===== config.mk =====
export PLATFORM = sky130hd
export DESIGN_NAME = tenzo_limit_array
export DESIGN_NICKNAME = d
export VERILOG_FILES = /design/src/rtl/tenzo_pkg.sv /design/src/rtl/tenzo_channel.sv /design/src/rtl/tenzo_limit_array.sv
export SDC_FILE = /design/constraint.sdc
export NUM_CORES = 1
export LEC_CHECK = 0
export CORE_MARGIN = 2
export CORE_UTILIZATION = 35
export DETAILED_ROUTE_END_ITERATION = 6
export GPL_ROUTABILITY_DRIVEN = 0
export PLACE_DENSITY = 0.66
export REMOVE_ABC_BUFFERS = 1
export SLEW_MARGIN = 20
export SYNTH_ARGS = -nofsm -noshare
export SYNTH_HDL_FRONTEND = slang
export SYNTH_SLANG_ARGS = --single-unit

===== constraint.sdc =====
create_clock -name clk -period 2.05 [get_ports clk]
set_input_delay 0.205 -clock clk [delete_from_list [all_inputs] [get_ports clk]]
set_output_delay 0.205 -clock clk [all_outputs]
set_load 0.01 [all_outputs]

===== src/rtl/tenzo_pkg.sv =====
// Shared types and helpers for the strain-gauge limit array.
// Channel state encoding and debounce counter sizing.
package tenzo_pkg;

    typedef enum logic [1:0] {
        OK,
        PEND,
        TRIP
    } tenzo_state_e;

    localparam int default_limit = 50;

    // A debounce of N needs to count 0..N inclusive.
    function automatic int dcnt_width(input int deb);
        return (deb < 1) ? 1 : $clog2(deb + 1);
    endfunction

endpackage


===== src/rtl/tenzo_channel.sv =====
// One gauge channel: debounced over-limit FSM with hysteresis
// or latching release, plus a running peak register.
import tenzo_pkg::*;

module tenzo_channel #(
    parameter int W        = 8,
    parameter int LIMIT    = default_limit,
    parameter int HYST     = 4,
    parameter int DEBOUNCE = 3,
    parameter int LATCH    = 0
) (
    input  logic         clk,
    input  logic         rst_n,
    input  logic         i_valid,
    input  logic [W-1:0] i_sample,
    input  logic         i_press,
    input  logic         i_clear,
    output logic         o_trip_d,
    output logic         o_limit,
    output logic [W-1:0] o_peak
);

    localparam int DW = dcnt_width(DEBOUNCE);
    localparam logic [W-1:0] LIM_W = W'(LIMIT);
    localparam logic [W-1:0] REL_W = W'(LIMIT - HYST);
    localparam logic [DW:0]  DEB_W = (DW+1)'(DEBOUNCE);
    localparam bit LATCH_EN = (LATCH != 0);

    tenzo_state_e state_q, state_d;
    logic [DW-1:0] dcnt_q, dcnt_d;
    logic [W-1:0]  peak_q, peak_d;
    logic [DW:0]   cnt_inc;
    logic          over;
    logic          below;

    assign over    = (i_sample >= LIM_W);
    assign below   = (i_sample < REL_W);
    assign cnt_inc = {1'b0, dcnt_q} + (DW+1)'(1);

    // Next state: press beats clear, clear beats sample handling.
    always_comb begin
        state_d = state_q;
        dcnt_d  = dcnt_q;
        if (i_press) begin
            state_d = TRIP;
            dcnt_d  = '0;
        end else if (i_clear) begin
            state_d = OK;
            dcnt_d  = '0;
        end else if (i_valid) begin
            unique case (state_q)
                OK, PEND: begin
                    if (!over) begin
                        state_d = OK;
                        dcnt_d  = '0;
                    end else if (cnt_inc >= DEB_W) begin
                        state_d = TRIP;
                        dcnt_d  = '0;
                    end else begin
                        state_d = PEND;
                        dcnt_d  = cnt_inc[DW-1:0];
                    end
                end
                TRIP: begin
                    if (!LATCH_EN && below) begin
                        state_d = OK;
                        dcnt_d  = '0;
                    end
                end
                default: begin
                    state_d = OK;
                    dcnt_d  = '0;
                end
            endcase
        end
    end

    // Peak: a clear restarts tracking from the same-cycle sample, if any.
    always_comb begin
        peak_d = peak_q;
        if (i_clear) begin
            peak_d = i_valid ? i_sample : '0;
        end else if (i_valid && (i_sample > peak_q)) begin
            peak_d = i_sample;
        end
    end

    // Channel state, debounce count and peak registers.
    always_ff @(posedge clk or negedge rst_n) begin
        if (!rst_n) begin
            state_q <= OK;
            dcnt_q  <= '0;
            peak_q  <= '0;
        end else begin
            state_q <= state_d;
            dcnt_q  <= dcnt_d;
            peak_q  <= peak_d;
        end
    end

    assign o_trip_d = (state_d == TRIP);
    assign o_limit  = (state_q == TRIP);
    assign o_peak   = peak_q;

endmodule


===== src/rtl/tenzo_limit_array.sv =====
// Multi-channel strain-gauge limit detector: one debounced
// channel per finger plus a global any-limit stop flag.
import tenzo_pkg::*;

module tenzo_limit_array #(
    parameter int N_CH     = 5,
    parameter int W        = 8,
    parameter int LIMIT    = default_limit,
    parameter int HYST     = 4,
    parameter int DEBOUNCE = 3,
    parameter int LATCH    = 0
) (
    input  logic              clk,
    input  logic              rst_n,
    input  logic              i_sample_valid,
    input  logic [N_CH*W-1:0] i_sample,
    input  logic [N_CH-1:0]   i_press,
    input  logic              i_clear,
    output logic [N_CH-1:0]   o_limit,
    output logic              o_limit_any,
    output logic [N_CH*W-1:0] o_peak
);

    logic [N_CH-1:0] trip_d;
    logic            any_q;

    for (genvar k = 0; k < N_CH; k++) begin : g_ch
        tenzo_channel #(
            .W        (W),
            .LIMIT    (LIMIT),
            .HYST     (HYST),
            .DEBOUNCE (DEBOUNCE),
            .LATCH    (LATCH)
        ) u_ch (
            .clk      (clk),
            .rst_n    (rst_n),
            .i_valid  (i_sample_valid),
            .i_sample (i_sample[k*W +: W]),
            .i_press  (i_press[k]),
            .i_clear  (i_clear),
            .o_trip_d (trip_d[k]),
            .o_limit  (o_limit[k]),
            .o_peak   (o_peak[k*W +: W])
        );
    end

    // Register the OR of next-state flags so it lines up with o_limit.
    always_ff @(posedge clk or negedge rst_n) begin
        if (!rst_n) begin
            any_q <= 1'b0;
        end else begin
            any_q <= |trip_d;
        end
    end

    assign o_limit_any = any_q;

endmodule


# Word level (Yosys, flattened, before mapping)
# Cells that the tools add are included.
word_totals:
  reg_bits: 61
  output_inout_bits: 46
  elab_cells: 177
classes:
  add_sub_neg: 5
  n_lt_le_gt_ge: 20
  n_eq_ne: 20
  n_mux: 85
  n_reduce_logical: 31
op_table:
  columns: ["operator", "count"]
  rows:
  - ["$mux W2", 60]
  - ["$mux W8", 15]
  - ["$ge A8 B6 Y1 const B", 5]
  - ["$gt A8 B8 Y1", 5]
  - ["$lt A8 B6 Y1 const B", 5]
  - ["$pmux W2 S2", 10]
  - ["$eq A2 B2 Y1 const B", 10]
  - ["$ne A4 B4 Y1 const B", 5]
  - ["$add A2 B1 Y3 const B", 5]
  - ["$ge A3 B2 Y1 const B", 5]
  - ["$reduce_bool A3 Y1", 5]
  - ["$eq A2 B1 Y1 const B", 5]
  - ["$logic_not A2 Y1", 5]
  - ["$reduce_and A2 Y1", 5]
  - ["$reduce_bool A2 Y1", 5]
  - ["$reduce_or A2 Y1", 5]
  - ["$logic_and A1 B1 Y1", 5]
  - ["$reduce_or A5 Y1", 1]

# Logic depth before layout (Yosys ltp)
# Gate-level depths: netlist of run 1.
depth:
  word_depth: 10
  mapped_depth: 9
  ltp_nobuf: 8

# Modules after synthesis
# From an unflattened synthesis of run 1, not the netlist that was laid out.
unflattened:
  cells_unflattened: 484
  hier_area_um2: 4498.1
modules_own_cells:
  columns: ["mod", "instances", "cells_each", "area_each_um2", "seq_area_each_um2"]
  rows:
  - ["tenzo_channel", 5, 96, 892.1, 300.3]
  - ["tenzo_limit_array", 1, 4, 37.5, 25.0]

# Least setup slack after synthesis of run 1
# OpenSTA, ideal clock, no wires.
synth_timing:
  path_type: "register to register"
  startpoint: "register g_ch[4].u_ch.peak_q[5]"
  endpoint: "register g_ch[4].u_ch.peak_q[1]"
  setup_time_ps: 126
  t_arrival_ps: 1988
  slack_ps: -64
  path_stages_with_launch: 10
  period_less_slack_ps: 2114
  path_cell_list: "dfrtp_1 inv_1 ha_1 a21o_1 a21o_1 a21o_1 a21oi_1 a21bo_1 buf_6 a221o_1"
synth_via:
  elab_chain_cells: 3
synth_rtl:
  columns: ["item", "line_no", "source"]
  rows:
  - ["start, declared", "tenzo_channel.sv:31", "logic [W-1:0] peak_q, peak_d;"]
  - ["start signal, assigned", "tenzo_channel.sv:97", "peak_q <= peak_d;"]
  - ["$gt A8 B8 Y1", "tenzo_channel.sv:83", "end else if (i_valid && (i_sample > peak_q)) begin"]
  - ["$logic_and A1 B1 Y1", "tenzo_channel.sv:83", null]
  - ["$reduce_bool A2 Y1 (no source line)", null, null]
# No other way between the ends.
# A chain may end at the register's enable or synchronous reset.

# Final worst setup path of run 1
layout_timing:
  startpoint: "register g_ch[4].u_ch.peak_q[5]"
  endpoint: "register g_ch[4].u_ch.peak_q[4]"
# Same word-level chain as after synthesis.

==> reports/metrics.cfg, run 1 <==
[placement]
dp_cells = 745
dp_slack_ps = -465
placed_area_um2 = 5690
numPortBuffers = 94
place.detailed.hpwl_um = 8620

[clock_tree]
tritoncts = done
cts.sinks = 61
clkTransAtPathRegs_ps = 50
numCtsBuffers = 9
clk_latency_ps = 320
cts_buffer_depth = 2
root_buffer = clkbuf_16
htreeDepth = 3

[worst_setup_path]
cp-end-kind = register
critical_path_required_ps = 2260
r2r_start = g_ch[4].u_ch.o_peak[5]
path_cells = inv_2 -> ha_4 -> a21o_1 -> a21o_1 -> a21o_1 -> a21oi_2 -> a21bo_4 -> a221o_1
path_buf_inv = 1
cp-startpoint = g_ch[4].u_ch.o_peak[5]
ff2ff_setup_slack_ps = 60
start_kind = register
cp_max_fo = 8
cp.arrival_ps = 2190
r2r_end = g_ch[4].u_ch.o_peak[4]
crit_slowest_cell = dfrtp_1
path_class = reg -> reg
crit_path_max_incr_delay_ps = 380
rr_worst_depth = 8
crit_family = compound AO/OA/AOI/OAI gates
crit_path_frequent_cell = a21o_1

[grt]
grt_pass1_wl_um = 18600
grt_pass1_vias = 3952
grt_usage_pct = 18.1
grt_max_degree = 37
antenna_found_initial = 0
grt_overflow_total = 0

[synthesis]
syn_area_per_cell_um2 = 9.11
ys_seq_elements = 61
synth_area_leaders = dfrtp_1 (37%), ha_1 (12%), mux2i_1 (8.1%)
synthMostInstantiatedCell = dfrtp_1
synthesis.area_um2 = 4070
netlist.area_leader.share_pct = 37.5
syn_inst = 447
synthTopCellsByCount = dfrtp_1 (61), inv_1 (48), ha_1 (40), o21ai_0 (40), nand2_1 (38)
synth_top_area_cell = dfrtp_1
synth.distinct_cells = 46
synth-edff-count = 0
ys_seq_area_share_pct = 37.5
async_reset_ff_share_pct = 100
yosysWarnings = 0
synth_ff_type = dfrtp_1

[power_and_ir_drop]
power_mw = 4.51
ir_worst_vdd_mv = 0.423
power_leakage_nw = 2.81
clkPwrFrac_pct = 33.7
switching_power_mw = 1.34
netSwitchingFraction_pct = 29.6
pwr-share-seq_pct = 32.1
internal_power_mw = 3.18
power_per_cell_area_nw_per_um2 = 741
power_frac_comb_pct = 34.3

[run_status]
status = finished clean

[layout]
fin_area_um2 = 6090
area_delta_synth_final_pct = 49.6
post-route-util_pct = 53.6
antenna_cells = 0
drive_above_1_share_pct = 20.1
fin_cells = 764
fin_nets = 706

[timing]
rsz0062_at_grt = false
finClkSkew_ps = 9.02
setup_violations = 0
clock.fmax_ghz = 0.504
max_slew_margin_pct = 58.2
finalSetupTns_ps = 0
maxSlewViolCount = 0
period_share_pct = 96.8
whs_ps = 227
hold_viol_final = 0
worst_slew_pin_slew_ps = 627
period_needed_ps = 1990
setup_slack_ps = 64.8

[min_path]
hp-start = i_clear
hold_end = g_ch[4].u_ch.dcnt_q[0]
worst_hold_path.num_cells = 2
hold_class = in -> reg

[floorplan]
core_area_um2 = 11400
ios = 95
die-height_um = 112
die_area_um2 = 12500
row_count = 39
initial_core_util_pct = 35.8
die_w_um = 112

[route]
first_pass_iters = 4
vias = 3929
wl_um = 11200
via_per_inst = 5.14
drc = 0
dr.first_iter.drc_count = 157
drt-wirelength-per-cell_um = 14.6
final_antenna_net_count = 0

[run]
cap_violations = 0

## registers in the layout, summed over array words and instances (netlist names)
name and count:
g_ch.u_ch.state_q 10, o_limit_any 1, g_ch.u_ch.dcnt_q 10, g_ch.u_ch.o_peak 40
## what timing repair did
action,CTS,global route
hold buffers,1,0
resized for setup,6,8
pin swaps,1,10
setup endpoints to repair,8,9
gates cloned,0,0
setup buffers,1,2
hold endpoints to repair,25,0
## placed cells by master, fill, tap and decap left out, drive strengths merged, types with 15 or more instances in the layout
master | synthesis | routed
o21ai | 44 | 44
nor3 | 19 | 19
clkdlybuf4s50 | 0 | 92
inv | 48 | 48
nor2 | 27 | 27
dfrtp | 61 | 61
mux2i | 33 | 33
a21oi | 25 | 25
nand4 | 15 | 15
nand2 | 38 | 38
buf | 9 | 84
ha | 40 | 40
## final cells by class
cell class | instances | area, um2
Multi-Input combinational cell | 320 | 2340
Clock inverter | 4 | 47.5
Fill cell | 1025 | 5280
Inverter | 48 | 180
Timing Repair Buffer | 177 | 1570
Clock buffer | 11 | 253
Sequential cell | 61 | 1530
Tap cell | 143 | 179
## power groups by stage
stage               Sequential (mW)  Clock [mW]  Combinational (mW)
global placement               1.46           0                1.44
floorplan                      1.51           0               0.616
CTS                            1.45        1.55                1.52
detailed placement             1.46           0                1.48
global route                   1.47        1.60                1.71
finish                         1.45        1.52                1.55
## kinds of logic (layout without fill, tap and decap cells)
family | count (synthesis) | in the layout | synth area share, %
muxes | 33 | 33 | 8.11
and+or+nand+nor | 120 | 120 | 14.1
buffers and inverters | 66 | 240 | 6.82
DFF | 61 | 61 | 37.5
adders and majority gates | 40 | 40 | 12.3
AOI/OAI and AO/OA | 127 | 127 | 21.1
## worst max path at each step
stage                                   endpoint  cells past startpoint
after floorplan           g_ch[4].u_ch.o_peak[1]                      8
after global routing      g_ch[4].u_ch.o_peak[4]                      8
after detailed placement  g_ch[4].u_ch.o_peak[6]                      7
after global placement    g_ch[4].u_ch.o_peak[7]                      8
final                     g_ch[4].u_ch.o_peak[4]                      8
after CTS                 g_ch[4].u_ch.o_peak[5]                      8
## per-layer routing
metal / vias to the layer above / GRT usage [%] / part of all wire, %
met5: - / 0 / 0
met1: 1882 / 23.3 / 45
met2: 86 / 31.0 / 49
met4: 0 / 4.44 / 1.0
met3: 12 / 4.19 / 4.6
li1: 1949 / - / -
Note: power is estimated with default switching activity, not from simulation.
==> run 2: changes to the inputs <==
--- a/config.mk
+++ b/config.mk
@@ -9,7 +9,7 @@
 export CORE_UTILIZATION = 35
 export DETAILED_ROUTE_END_ITERATION = 6
 export GPL_ROUTABILITY_DRIVEN = 0
-export PLACE_DENSITY = 0.66
+export PLACE_DENSITY = 0.74
 export REMOVE_ABC_BUFFERS = 1
 export SLEW_MARGIN = 20
 export SYNTH_ARGS = -nofsm -noshare
==> constraint.sdc (replaced) <==
create_clock -name clk -period 1.8 [get_ports clk]
set_input_delay 0.18 -clock clk [delete_from_list [all_inputs] [get_ports clk]]
set_output_delay 0.18 -clock clk [all_outputs]
set_load 0.01 [all_outputs]
==> run 2 against run 1 <==
The flow now finishes with violations (negative setup slack). Maximum frequency is 3.2% lower. Sequential power rose by 13%. Clock power grew 6%. Register-to-register slack got worse by 310 ps. Hold slack got worse by 53 ps. Setup slack got worse by 310 ps.
==> reports/metrics.cfg, run 2 (same netlist as run 1, synthesis figures left out) <==
[timing]
setup_violations = 30  ; +30
maxSlewViolCount = 0  ; unchanged
period_share_pct = 114  ; +17 points
setup_slack_ps = -250  ; -315 ps
period_needed_ps = 2050  ; +64.6 ps
finClkSkew_ps = 4.94  ; -4.08 ps
clock.fmax_ghz = 0.488  ; -3.2%
max_slew_margin_pct = 56.4  ; -1.9 points
hold_viol_final = 0  ; unchanged
worst_slew_pin_slew_ps = 655  ; +27.9 ps
finalSetupTns_ps = -3080  ; -3080 ps
rsz0062_at_grt = true

[grt]
grt_usage_pct = 19.5  ; +1.3 points
grt_pass1_wl_um = 19900  ; +6.8%
grt_max_degree = 38  ; +2.7%
antenna_found_initial = 0  ; unchanged
grt_overflow_total = 0  ; unchanged
grt_pass1_vias = 4273  ; +8.1%

[route]
dr.first_iter.drc_count = 214  ; +36%
wl_um = 12400  ; +11%
first_pass_iters = 5  ; +1
vias = 4116  ; +4.8%
drt-wirelength-per-cell_um = 15.9  ; +8.8%
via_per_inst = 5.26  ; +2.3%
drc = 0  ; unchanged
final_antenna_net_count = 0  ; unchanged

[layout]
fillers = 978  ; -4.6%
mostFrequentLayoutCell = buf_4
fin_cells = 782  ; +2.4%
drive_above_1_share_pct = 26.9  ; +6.8 points
fin_nets = 723  ; +2.4%
area_delta_synth_final_pct = 58.9
antenna_cells = 0  ; unchanged
mostFrequentLayoutCells = buf_4 (89), clkdlybuf4s50_1 (73), dfrtp_1 (61)
largest_reg_flops = 40  ; unchanged

[floorplan]
ios = 95  ; unchanged
initial_core_util_pct = 35.8  ; unchanged
die_area_um2 = 12500  ; unchanged
die_w_um = 112  ; unchanged
core_area_um2 = 11400  ; unchanged
row_count = 39  ; unchanged
die-height_um = 112  ; unchanged

[power_and_ir_drop]
power_leakage_nw = 3.08  ; +9.7%
ir_worst_vdd_mv = 0.561  ; +33%
power_per_cell_area_nw_per_um2 = 817  ; +10%

[min_path]
hold_class = in -> reg

[placement]
dp_slack_ps = -585  ; -120 ps
place.detailed.hpwl_um = 9130  ; +5.9%
numPortBuffers = 94  ; unchanged
dp_cells = 756  ; +1.5%

[clock_tree]
root_buffer = clkbuf_16
htreeDepth = 3  ; unchanged
numCtsBuffers = 9  ; unchanged
tritoncts = done
cts_buffer_depth = 2  ; unchanged
clk_latency_ps = 330  ; about the same
clkTransAtPathRegs_ps = 50  ; about the same
cts.sinks = 61  ; unchanged

[run]
cap_violations = 0  ; unchanged

[worst_setup_path]
crit_slowest_cell = dfrtp_1
cp-end-kind = register
ff2ff_setup_slack_ps = -250  ; -310 ps
start_kind = register
cp.arrival_ps = 2260  ; +70 ps
crit_path_frequent_cell = a21o_1
cp_max_fo = 8  ; unchanged
critical_path_required_ps = 2010  ; -250 ps
crit_path_max_incr_delay_ps = 390  ; about the same
path_cells = inv_2 -> ha_4 -> a21o_1 -> a21o_1 -> a21o_1 -> a21oi_2 -> a21bo_4 -> a221o_1
path_class = reg -> reg

[run_status]
status = finished, violations left
violations = negative setup slack

-- run 2: worst paths after layout --
kind	to	cells past startpoint	start
min	g_ch[3].u_ch.dcnt_q[0]	2	i_clear
min in group asynchronous	g_ch[4].u_ch.o_peak[2]	2	rst_n
min reg2reg	g_ch[2].u_ch.dcnt_q[0]	1	g_ch[2].u_ch.dcnt_q[0]
max reg2reg	g_ch[4].u_ch.o_peak[3]	8	g_ch[4].u_ch.o_peak[5]
max	g_ch[4].u_ch.o_peak[3]	8	g_ch[4].u_ch.o_peak[5]
max in group asynchronous	g_ch[1].u_ch.o_peak[4]	3	rst_n
-- run 2: critical path, delay by kind of cell, from the launching register on --
family	cells	cell delay, ps
buffers and inverters	1	80
AO/OA/AOI/OAI	6	1260
flip-flops	1	390
adder cells (fa/ha/maj)	1	200
-- run 2: routing by layer --
layer,global-route usage (%),wire length [um],share of wire (%)
met1,23.3,5320,43
met2,34.7,6420,52
met3,2.94,496,4.0
met4,8.31,195,1.6
met5,0,0,0
-- run 2: final cells by class --
class / count / area [um2] / area share, %
repair buffers: 194 / 1780 / 27.4
clock buffers: 12 / 256 / 3.97
clock inverters: 4 / 22.5 / 0.348
well taps: 143 / 179 / 2.77
multi-input cells: 320 / 2530 / 39.1
flip-flops and latches: 61 / 1530 / 23.6
inverters: 48 / 180 / 2.79
-- run 2: what timing repair did --
action                                 in CTS  in global routing
setup buffers                               2                  7
gates resized for setup                    26                 88
hold buffers                                1                  0
endpoints found under the hold margin      24                  0
pin swaps                                  13                 30
setup endpoints to repair                  27                 45
-- run 2: report_power, final --
| part | internal [mW] | leakage [nW] | switching [mW] | total, mW |
|---|---|---|---|---|
| combinational | 1.12 | 2.16 | 0.913 | 2.04 |
| clock | 0.999 | 0.138 | 0.611 | 1.61 |
| sequential | 1.52 | 0.780 | 0.117 | 1.64 |
| total | 3.65 | 3.08 | 1.64 | 5.29 |
-- run 2: stage by stage --
stage,instance area [um2],hold slack (ps),power [mW],util (%)
floorplan,3970,-116,2.42,-
global placement,5790,227,3.37,50.9
detailed placement,5790,245,3.45,50.9
CTS,6140,190,5.15,54.0
global route,6470,195,5.55,56.9
finish,6470,174,5.29,56.9
==> run 3: changes to the inputs <==
--- a/config.mk
+++ b/config.mk
@@ -5,11 +5,12 @@
 export SDC_FILE = /design/constraint.sdc
 export NUM_CORES = 1
 export LEC_CHECK = 0
+export ABC_AREA = 1
 export CORE_MARGIN = 2
 export CORE_UTILIZATION = 35
 export DETAILED_ROUTE_END_ITERATION = 6
 export GPL_ROUTABILITY_DRIVEN = 0
-export PLACE_DENSITY = 0.74
+export PLACE_DENSITY = 0.73
 export REMOVE_ABC_BUFFERS = 1
 export SLEW_MARGIN = 20
 export SYNTH_ARGS = -nofsm -noshare
==> run 3 against run 2 <==
The flow now finishes without violations. Critical path type unchanged. Highest routed layer unchanged. Sequential power about the same. Total power decreased by 10%. Critical endpoint is now g_ch[3].u_ch.o_peak[4]. Synthesized cell count up 27%.
==> reports/metrics.cfg, run 3 <==
[layout]
antenna_cells = 0  ; unchanged
area_delta_synth_final_pct = 43.0
fin_nets = 812  ; +12%
mostFrequentLayoutCells = nand2_1 (121), inv_1 (98), clkdlybuf4s50_1 (93)
mostFrequentLayoutCell = nand2_1
drive_above_1_share_pct = 16.1  ; -11 points
largest_reg_flops = 40  ; unchanged
post-route-util_pct = 51.0  ; -5.9 points

[synthesis]
synth_area_leaders = dfrtp_1 (36%), ha_1 (12%), nand2_1 (11%)
ys_seq_elements = 61  ; unchanged
syn_area_per_cell_um2 = 7.49  ; -18%
synth-edff-count = 0  ; unchanged
synth_ff_type = dfrtp_1
async_reset_ff_share_pct = 100  ; unchanged
synth_top_area_cell = dfrtp_1
synth.distinct_cells = 29  ; -37%
netlist.area_leader.share_pct = 35.9  ; -1.5 points
syn_inst = 567  ; +27%
synthesis.area_um2 = 4250  ; +4.3%
ys_seq_area_share_pct = 35.9  ; -1.5 points
yosysWarnings = 0  ; unchanged
synthTopCellsByCount = nand2_1 (121), inv_1 (98), nand3_1 (84), dfrtp_1 (61), nor2_1 (54)
synthMostInstantiatedCell = nand2_1

[clock_tree]
root_buffer = clkbuf_16
clkTransAtPathRegs_ps = 60  ; about the same
tritoncts = done
clk_latency_ps = 330  ; about the same
numCtsBuffers = 9  ; unchanged
htreeDepth = 3  ; unchanged
cts.sinks = 61  ; unchanged
cts_buffer_depth = 2  ; unchanged

[placement]
numPortBuffers = 94  ; unchanged
place.detailed.hpwl_um = 8710  ; -4.6%

[floorplan]
die_area_um2 = 13000  ; +4.1%
die-height_um = 114  ; +2.1%
ios = 95  ; unchanged
core_area_um2 = 11900  ; +4.8%
row_count = 40  ; +2.6%
initial_core_util_pct = 35.7  ; -0.16 points
die_w_um = 114  ; +2.1%

[timing]
finClkSkew_ps = 8.04  ; +3.10 ps
period_needed_ps = 1710  ; -340 ps
max_slew_margin_pct = 74.6  ; +18 points
hold_viol_final = 0  ; unchanged
clock.fmax_ghz = 0.585  ; +20%
period_share_pct = 95.0  ; -19 points
worst_slew_pin_slew_ps = 376  ; -278 ps
whs_ps = 223  ; +49.5 ps
setup_violations = 0  ; -100%
maxSlewViolCount = 0  ; unchanged

[route]
dr.first_iter.drc_count = 263  ; +23%
final_antenna_net_count = 0  ; unchanged
drc = 0  ; unchanged
wl_um = 11200  ; -9.8%
vias = 4261  ; +3.5%
first_pass_iters = 6  ; +1
drt-wirelength-per-cell_um = 12.8  ; -19%
via_per_inst = 4.87  ; -7.5%

[worst_setup_path]
cp-end-kind = register
r2r_end = g_ch[3].u_ch.o_peak[4]
critical_path_required_ps = 2010  ; about the same
crit_slowest_cell = dfrtp_1
cp_max_fo = 8  ; unchanged
r2r_start = g_ch[3].u_ch.o_peak[1]
ff2ff_setup_slack_ps = 90  ; +340 ps
rr_worst_depth = 9  ; +1
cp.arrival_ps = 1920  ; -340 ps
path_cells = inv_1 -> ha_1 -> a21oi_1 -> o21a_1 -> nor2_1 -> o21ai_4 -> nand2_4 -> nand3_2 -> nand2_1
path_class = reg -> reg
crit_path_max_incr_delay_ps = 370  ; -20 ps
start_kind = register

[run_status]
status = finished clean

[run]
cap_violations = 0  ; unchanged

[power_and_ir_drop]
power_leakage_nw = 3.12  ; +1.4%
power_per_cell_area_nw_per_um2 = 783  ; -4.1%
ir_worst_vdd_mv = 0.596  ; +6.2%

[min_path]
hold_class = in -> async

[grt]
grt_pass1_vias = 4247  ; -0.61%
grt_overflow_total = 0  ; unchanged
antenna_found_initial = 0  ; unchanged
grt_max_degree = 60  ; +58%
grt_pass1_wl_um = 18900  ; -5.3%
grt_usage_pct = 17.7  ; -1.8 points

[run 3: final cells by class]
class / instances / area [um2]
clock buffer: 10 / 229
fill: 1123 / 5840
inverter: 100 / 375
multi-input combinational: 389 / 2240
tap: 147 / 184
sequential: 61 / 1530
timing repair buffer: 162 / 1470
clock inverter: 6 / 40.0
[run 3: kinds of logic (layout without fill, tap and decap cells)]
logic type / Yosys count / after routing / synth area share (%)
and+or+nand+nor: 288 / 288 / 30.8
DFF: 61 / 61 / 35.9
AOI/OAI and AO/OA: 61 / 61 / 10.1
buffers and inverters: 117 / 278 / 11.3
adders and majority gates: 40 / 40 / 11.8
[run 3: worst max path at each step]
stage                           start                     end  slack, ps  cells after the start
3_3_place_gp             i_sample[31]  g_ch[3].u_ch.o_peak[2]       -100                      8
3_5_place_dp             i_sample[27]  g_ch[3].u_ch.o_peak[7]       -210                      9
6_report       g_ch[3].u_ch.o_peak[1]  g_ch[3].u_ch.o_peak[4]         90                      9
4_1_cts        g_ch[3].u_ch.o_peak[1]  g_ch[3].u_ch.o_peak[0]         50                      9
5_1_grt        g_ch[3].u_ch.o_peak[5]  g_ch[3].u_ch.o_peak[4]         -4                      9
2_1_floorplan  g_ch[0].u_ch.o_peak[1]  g_ch[0].u_ch.o_peak[1]        100                      9
[run 3: metrics by stage]
step                setup slack (ps)  TNS, ps  area [um2]  total power [mW]  cells
finish                          90.5        0        6070              4.76    875
detailed placement              -211    -4030        5770              3.21    855
global route                   -4.10    -4.10        6070              5.07    875
floorplan                       97.2        0        4140              2.39    550
global placement               -97.1    -2090        5770              3.16    855
CTS                             52.4        0        6040              4.79    872
[run 3: metal layers]
metal / global-route usage (%) / share of wire, % / vias to the layer above
met5: 0 / 0 / -
met3: 3.39 / 4.3 / 8
li1: - / - / 2149
met4: 5.28 / 0.78 / 0
met2: 31.0 / 48 / 95
met1: 22.1 / 47 / 2009
[run 3: worst max-delay path, delay by kind of cell, from the launching register on]
| family | cells | cell delay (ps) |
|---|---|---|
| flops | 1 | 370 |
| compound gates | 3 | 540 |
| simple gates | 4 | 350 |
| buf+inv | 1 | 50 |
| fa+ha+maj | 1 | 290 |
[run 3: what timing repair did]
action,4_1_cts,5_1_grt
resized for setup,0,1
setup buffers,0,3
hold buffers,1,0
hold endpoints to repair,61,0
endpoints found under the setup margin,0,12
[run 3: report_power, final]
part	leakage, nW	switching [mW]	total, mW	internal, mW
Combinational	2.23	0.777	1.57	0.793
Sequential	0.770	0.115	1.63	1.52
Clock	0.120	0.631	1.56	0.925
